==> config.mk <==
export PLATFORM = sky130hd
export DESIGN_NAME = dma_sync_fifo
export DESIGN_NICKNAME = d
export VERILOG_FILES = /design/src/rtl/dma_sync_fifo.sv
export SDC_FILE = /design/constraint.sdc
export NUM_CORES = 1
export LEC_CHECK = 0
export BUFFER_PORTS_ARGS = -buffer_cell sky130_fd_sc_hd__buf_2
export CAP_MARGIN = 10
export CELL_PAD_IN_SITES_DETAIL_PLACEMENT = 1
export CELL_PAD_IN_SITES_GLOBAL_PLACEMENT = 2
export CORE_MARGIN = 4
export CORE_UTILIZATION = 40
export DETAILED_ROUTE_END_ITERATION = 8
export GPL_TIMING_DRIVEN = 0
export PLACE_DENSITY_LB_ADDON = 0.1
export SYNTH_ARGS = -nofsm -noshare
export SYNTH_HDL_FRONTEND = slang
export SYNTH_SLANG_ARGS = --single-unit
==> constraint.sdc <==
create_clock -name clk -period 9.7 [get_ports clk]
set_input_delay 1.455 -clock clk [delete_from_list [all_inputs] [get_ports clk]]
set_output_delay 1.455 -clock clk [all_outputs]
set_load 0.02 [all_outputs]
==> src/rtl/dma_sync_fifo.sv <==
// Single-clock DMA channel FIFO: registered or first-word-fall-through read,
// registered fill level with thresholds, synchronous flush and sticky error flags.
module dma_sync_fifo #(
  parameter int DATA_W   = 32,
  parameter int DEPTH    = 16,
  parameter int AF_LEVEL = 14,
  parameter int AE_LEVEL = 2,
  parameter int FWFT     = 0
) (
  input  logic                       clk,
  input  logic                       resetn,
  input  logic                       wr,
  input  logic [DATA_W-1:0]          w_data,
  input  logic                       rd,
  output logic [DATA_W-1:0]          r_data,
  output logic                       empty,
  output logic                       full,
  output logic                       almost_full,
  output logic                       almost_empty,
  output logic [$clog2(DEPTH):0]     level,
  input  logic                       flush,
  input  logic                       clr_err,
  output logic                       overflow,
  output logic                       underflow
);

  localparam int AW = $clog2(DEPTH);
  localparam int PW = AW + 1;

  logic [DATA_W-1:0] mem_q [DEPTH];

  logic [PW-1:0]     wr_ptr_q, wr_ptr_d;
  logic [PW-1:0]     rd_ptr_q, rd_ptr_d;
  logic [PW-1:0]     level_q, level_d;
  logic              empty_q, empty_d;
  logic              full_q, full_d;
  logic              af_q, af_d;
  logic              ae_q, ae_d;
  logic              ovf_q, ovf_d;
  logic              unf_q, unf_d;
  logic [DATA_W-1:0] r_data_q, r_data_d;
  logic              wr_acc, rd_acc;

  // Handshake: wr/rd are requests with no separate ready; the registered
  // full/empty flags act as ready, so a request is accepted on the edge only
  // when its flag is clear at that edge, and flush drops both requests.
  assign wr_acc = wr & ~full_q  & ~flush;
  assign rd_acc = rd & ~empty_q & ~flush;

  always_comb begin
    wr_ptr_d = wr_ptr_q;
    rd_ptr_d = rd_ptr_q;
    level_d  = level_q;
    r_data_d = r_data_q;
    if (flush) begin
      wr_ptr_d = '0;
      rd_ptr_d = '0;
      level_d  = '0;
    end else begin
      if (wr_acc) wr_ptr_d = wr_ptr_q + 1'b1;
      if (rd_acc) rd_ptr_d = rd_ptr_q + 1'b1;
      case ({wr_acc, rd_acc})
        2'b10:   level_d = level_q + 1'b1;
        2'b01:   level_d = level_q - 1'b1;
        default: level_d = level_q;
      endcase
    end
    if ((FWFT == 0) && rd_acc) r_data_d = mem_q[rd_ptr_q[AW-1:0]];
    empty_d = (level_d == '0);
    full_d  = (level_d == PW'(DEPTH));
    af_d    = (level_d >= PW'(AF_LEVEL));
    ae_d    = (level_d <= PW'(AE_LEVEL));
    // A set event in the same cycle as clr_err wins over the clear.
    ovf_d   = (ovf_q & ~clr_err) | (wr & full_q  & ~flush);
    unf_d   = (unf_q & ~clr_err) | (rd & empty_q & ~flush);
  end

  always_ff @(posedge clk or negedge resetn) begin
    if (!resetn) begin
      wr_ptr_q <= '0;
      rd_ptr_q <= '0;
      level_q  <= '0;
      empty_q  <= 1'b1;
      full_q   <= 1'b0;
      af_q     <= 1'b0;
      ae_q     <= 1'b1;
      ovf_q    <= 1'b0;
      unf_q    <= 1'b0;
      r_data_q <= '0;
    end else begin
      wr_ptr_q <= wr_ptr_d;
      rd_ptr_q <= rd_ptr_d;
      level_q  <= level_d;
      empty_q  <= empty_d;
      full_q   <= full_d;
      af_q     <= af_d;
      ae_q     <= ae_d;
      ovf_q    <= ovf_d;
      unf_q    <= unf_d;
      r_data_q <= r_data_d;
    end
  end

  always_ff @(posedge clk) begin
    if (wr_acc) mem_q[wr_ptr_q[AW-1:0]] <= w_data;
  end

  // In FWFT mode the head is shown directly; it is forced to zero while empty
  // so the output is defined out of reset.
  assign r_data = (FWFT != 0) ? (empty_q ? '0 : mem_q[rd_ptr_q[AW-1:0]]) : r_data_q;

  assign empty        = empty_q;
  assign full         = full_q;
  assign almost_full  = af_q;
  assign almost_empty = ae_q;
  assign level        = level_q;
  assign overflow     = ovf_q;
  assign underflow    = unf_q;

endmodule
==> key figures, run 1 <==
Yosys
  – Synth area leaders: edfxtp_1, mux4_2, dfrtp_1
  – Cell area after synthesis: 21600 sq um
  – Number of synthesized flops with an enable pin: 512
  – Seq cells post-synth: 563
  – Post-synth top area cell: edfxtp_1
  – Most used DFF post-synth: edfxtp_1
  – Synth top area share: 71.2%
  – Ys Warns: 0
  – Mapped Cells: 1065
  – Synth Area per Inst: 20.3 sq um
  – Asr flop ratio synth: 9.06%
  – Yosys cell types: 42
  – Sequential area share after synthesis: 77.2%
  – Syn Nets: 1110

Clock tree
  – CTS tree: done
  – Post-CTS setup buffers: 0
  – CTS sink cnt: 563
  – Num CTS Buffers: 59
  – Number of buffers on the longest clock path: 3
  – Post-CTS sizing: 0
  – Root Driver: clkbuf_16
  – H-Tree Depth: 2
  – Clock transition at path regs: 0.07 ns
  – Hold_buf cts: 0
  – Clk_lat worst skew: 0.62 ns

Place
  – IO Port Bufs: 80
  – Hpwl dp: 37100 um
  – Routability cong.: 0.728

Worst setup path
  – R2R depth: 7
  – CP peak stage delay: 0.50 ns
  – Cell Chain, Critical Path: buf_2 > nor2b_1 > clkbuf_1 > nand2_1 > ha_1 > clkbuf_1 > nor4_1 > nor3b_1 > or3b_1 > nor4b_1
  – Crit path from: wr
  – Slowest CP cell: clkbuf_1
  – CP startpoint kind: input pin
  – Worst-path maximum fanout: 10
  – Reg-to-Reg Start: rd_ptr_q[2]
  – R2r endpoint: r_data[26]
  – CP arrival: 4.32 ns
  – WS Path Type: in -> reg
  – CP endpoint kind: flop
  – Req. time, crit path: 10.20 ns
  – Reg-to-reg slack, setup: 6.40 ns
  – Most common cell on crit path: clkbuf_1

Job
  – Max cap viols: 0

Power
  – LEAKAGE: 8.32 nW
  – Worst vdd ir: 0.123 mV
  – Pwr Total: 5.41 mW
  – Power per standard cell area: 214 nW/um^2

Drt
  – WL/cell: 28.8 um
  – Final WL: 57100 um
  – # DRC: 0
  – DR iter-0 viols: 858
  – Routed vias/inst: 5.59
  – DRT antenna net count: 0
  – Routed via count: 11100
  – First drt pass iteration count: 4

Timing
  – Setup TNS: 0 ns
  – Final Skew: 0.0246 ns
  – Slew HR: 27.8%
  – Max-slew violation count: 0
  – Tightest Pin Transition: 1.08 ns
  – Final Critical Period: 3.81 ns
  – Hold Vio Cnt, Final: 0
  – Fmax: 262 MHz
  – Crit share post-route: 39.3%
  – RSZ-0062 raised after global routing: no
  – Final setup violation count: 0

Global routing
  – GRT overflow: 0
  – Total GRT Usage: 20.2%
  – Initial antenna violation count: 0
  – Global-route wire length before repair: 84300 um
  – Vias in the first global route: 11900
  – Largest net degree at the start of global routing: 37

Die
  – Die height: 240 um
  – Initial Util: 40.7%
  – Placement row count: 84
  – I/O pins: 81
  – DIE WIDTH: 240 um
  – Core Area: 53000 sq um
  – Die area: 57700 sq um

Cells and area
  – Ant diodes: 0
  – Area growth syn-to-layout: 17.4%
  – Fillers: 4923
  – NumNets Final: 1290
  – Share of cells above drive strength 1: 26.3%

Min path
  – Min-Delay Startpoint: r_data[28]
  – Hold Path Sink: r_data[28]
  – Hold depth: 1
  – Hold crit path type: reg -> reg

Outcome
  – Status: completed
==> routing by layer <==
layer	vias up	track usage (%)	wire, um
li1	4791	-	-
met1	5982	28.7	25700
met2	222	33.5	28200
met3	77	2.57	2110
met4	0	5.11	1100
met5	-	0	0
==> worst max-delay path by stage <==
stage,endpoint,slack (ns),cells after the start
2_1_floorplan,mem_q[0][0],4.66,4
3_3_place_gp,mem_q[0][9],0.93,5
3_5_place_dp,full,5.29,10
4_1_cts,full,5.93,10
5_1_grt,full,5.65,10
6_report,full,5.89,10
==> report_power, final <==
group          total [mW]  internal (mW)  switching (mW)  leakage [nW]
clock                2.19           1.25           0.931         0.916
combinational       0.462          0.187           0.275          2.14
sequential           2.76           2.72          0.0362          5.27
==> stage by stage <==
step	area, sq um	std cells	hold slack, ns	utilization, %	setup WS [ns]
2_1_floorplan	21600	1065	0.556	-	4.66
3_3_place_gp	22800	1833	0.453	43.1	0.933
3_5_place_dp	23500	1871	0.460	44.3	5.29
4_1_cts	25300	1981	0.474	47.8	5.93
5_1_grt	25300	1982	0.478	47.8	5.65
6_report	25300	1982	0.468	47.8	5.89
==> cell type report <==
type,count,area (sq um),share of cell area (%)
inverter,10,37.5,0.148
sequential,563,16700,65.7
tap,688,861,3.40
timing repair buffer,119,930,3.67
multi-input combinational,428,4730,18.7
clock buffer,85,1640,6.49
buffer,64,264,1.04
clock inverter,25,213,0.840
==> layout by cell type (no fill, tap or decap), types with 6 or more instances in the layout <==
cell type  count
a211oi_1      33
a21o_1        33
buf_12         9
buf_2         97
buf_6         25
clkbuf_1      61
clkbuf_16     59
clkbuf_8       7
clkinv_1       8
clkinv_2      11
dfrtp_1       49
edfxtp_1     512
ha_1           7
inv_1         10
mux2i_1       66
mux4_2        96
nand2_1       14
nor2_1        15
nor2_4         9
nor3_2         6
o21ai_0       34
o221ai_1      32
o22ai_1       33
xnor2_1        6
==> critical path, delay by kind of cell <==
kind	cells	cell delay, ns
and+or+nand+nor	6	1.72
adders and majority gates	1	0.30
buffers and inverters	3	0.84
==> cells by family after synthesis <==
logic type                 after synthesis  synth area share (%)
AOI/OAI and AO/OA                      180                  5.95
DFF                                    563                  77.2
adders and majority gates                7                 0.406
and+or+nand+nor                         69                  1.58
muxes                                  162                  13.1
xor gates and xnor gates                10                 0.406
buffers and inverters                   74                  1.40
==> cells in the mapped netlist (all sizes together) (3+ instances only) <==
cell,number
nand2b,4
ha,7
buf,21
nor3,6
clkbuf,43
nor2,24
o22ai,33
o221ai,32
mux4,96
xor2,4
o21ai,34
mux2i,66
inv,10
xnor2,6
nand2,14
dfrtp,49
a21oi,4
a21o,33
nor3b,3
a211oi,33
nand3,4
edfxtp,512
==> state kept, by name, indices dropped and copies added, names as in the netlist, 4 cells and up <==
register and flops:
wr_ptr_q 4, rd_ptr_q 4, mem_q 512, r_data 32, level 5
(Power assumes the default switching activity.)
==> run 2, diff against run 1 <==
Clock period 9.7 ns to 3.6 ns, I/O delays scaled along.
==> run 2 against run 1 <==
  * Hold slack lost 0.45 ns
  * Critical path depth shrank 3
  * Cell count shrank 0.10%
  * Count of clock-buffer cells in the layout grew 9
  * Combinational power grew to 2.7 times the previous value
  * Flip-flop and latch count is the same
  * First-iteration DRC count grew 7.1%
  * Largest cell class unchanged
  * Design area grew 0.39%
  * Clock power grew to 2.7 times the previous value
  * Die area is the same
==> key figures, run 2 (synthesis gave the netlist of run 1 again) <==
Global routing
  – Vias in the first global route: 12200
  – Met1 Track Usage GR: 29.1%
  – Met2 Usage GRT: 34.3%
  – Most used routing layer: met2
  – GRT overflow: 0
  – Initial antenna violation count: 0
  – M3 GR Usage: 2.73%
  – Total GRT Usage: 20.6%
  – Largest net degree at the start of global routing: 52
  – Global-route wire length before repair: 85900 um

Timing
  – Tightest Pin Transition: 1.18 ns
  – Final setup violation count: 0
  – Hold Vio Cnt, Final: 0
  – Max-slew violation count: 0
  – RSZ-0062 raised after global routing: no
  – Crit share post-route: 91.9%
  – Fin worst setup slack: 0.291 ns
  – Final Critical Period: 3.31 ns
  – Slew HR: 21.1%
  – Final Skew: 0.0216 ns
  – Fmax: 302 MHz

Die
  – Core Area: 53000 sq um
  – Die area: 57700 sq um
  – I/O pins: 81
  – DIE WIDTH: 240 um
  – Initial Util: 40.7%
  – Placement row count: 84
  – Die height: 240 um

Place
  – IO Port Bufs: 80
  – Hpwl dp: 37500 um
  – Dpl cells: 1868
  – Worst slack, placed: 0.0940 ns
  – Routability cong.: 0.727
  – Placed inst area: 23600 sq um

Cells and area
  – Sequential cell area: 16700 sq um
  – Area growth syn-to-layout: 17.8%
  – Ant diodes: 0
  – Max reg flops: 512
  – Final cell count without fillers: 1980
  – Fillers: 4890
  – Most common cell after layout, fill and taps aside: edfxtp_1
  – Area occupied by multi-input gates: 4750 sq um
  – Most frequent cells in the layout: edfxtp_1, buf_2, mux4_2
  – Post-route cell area: 25400 sq um
  – NumNets Final: 1287
  – Share of cells above drive strength 1: 25.7%

Worst setup path
  – WS Path Type: reg -> reg
  – CP peak stage delay: 0.73 ns
  – Delay-heaviest family, CP: buffers and inverters
  – Worst-path maximum fanout: 10
  – Buffers plus inverters on the worst setup path: 3
  – CP arrival: 3.86 ns
  – Most common cell on crit path: clkbuf_1
  – Req. time, crit path: 4.15 ns
  – CP endpoint kind: flop
  – CP startpoint kind: flop
  – Cell Chain, Critical Path: clkbuf_1 > or2_2 > buf_1 > clkbuf_1 > o22ai_1 > a211oi_1 > a21o_1
  – Slowest CP cell: clkbuf_1

Power
  – Worst vdd ir: 0.399 mV
  – LEAKAGE: 8.32 nW
  – Power per standard cell area: 576 nW/um^2

Clock tree
  – Post-CTS setup buffers: 0
  – Root Driver: clkbuf_16
  – Clk_lat worst skew: 0.62 ns
  – Post-CTS sizing: 0
  – CTS tree: done
  – CTS sink cnt: 563
  – Clock transition at path regs: 0.06 ns
  – Hold_buf cts: 0
  – H-Tree Depth: 2
  – Number of buffers on the longest clock path: 3
  – Num CTS Buffers: 60

Drt
  – WL/cell: 29.4 um
  – First drt pass iteration count: 5
  – Final WL: 58100 um
  – Routed via count: 11200
  – Routed vias/inst: 5.68
  – DR iter-0 viols: 919
  – # DRC: 0
  – DRT antenna net count: 0

Outcome
  – Status: completed

Min path
  – Hold crit path type: in -> async

Job
  – Max cap viols: 0
==> run 2: worst paths after layout <==
path / start / end / slack (ns) / cells after the start
setup / recovery: rd_ptr_q[3] / r_data[26] / 0.29 / 7
hold reg to reg: r_data[25] / r_data[25] / 0.47 / 1
setup reg to reg: rd_ptr_q[3] / r_data[26] / 0.29 / 7
max in group asynchronous: resetn / r_data[0] / 3.00 / 1
hold / removal: resetn / r_data[22] / 0.02 / 1
min in group clk: rd / underflow / 0.22 / 2
==> run 2: power breakdown <==
part           switching (mW)  total [mW]  internal, mW
sequential              0.114        7.46          7.34
clock                    2.52        5.93          3.41
combinational           0.750        1.26         0.506
==> run 2: metal layers <==
layer,wire length [um],share of wire [%]
met5,0,0
met4,1170,2.0
met3,2180,3.7
met2,28600,49
met1,26200,45
==> run 2: area by class of cell <==
type	instances	share of cell area, %
tap	688	3.39
multi-input combinational	428	18.7
sequential	563	65.5
buffer	64	1.04
clock inverter	18	0.590
timing repair buffer	115	3.91
clock buffer	94	6.77
inverter	10	0.148
==> run 2: metrics by stage <==
step | util [%] | power, mW | setup TNS, ns | hold slack [ns]
after global placement | 43.1 | 8.83 | -1082.70 | 0.453
after floorplan | - | 8.34 | 0 | 0.244
after global routing | 48.0 | 15.2 | 0 | 0.0587
final | 48.0 | 14.6 | 0 | 0.0212
after detailed placement | 44.5 | 8.88 | 0 | 0.461
after CTS | 48.0 | 14.8 | 0 | 0.0435
==> run 2: worst register-to-register path: stages, from the launching register on <==
cell	delay [ns]
dfrtp_1	0.32
clkbuf_1	0.51
or2_2	0.22
buf_1	0.64
clkbuf_1	0.73
o22ai_1	0.22
a211oi_1	0.48
a21o_1	0.14
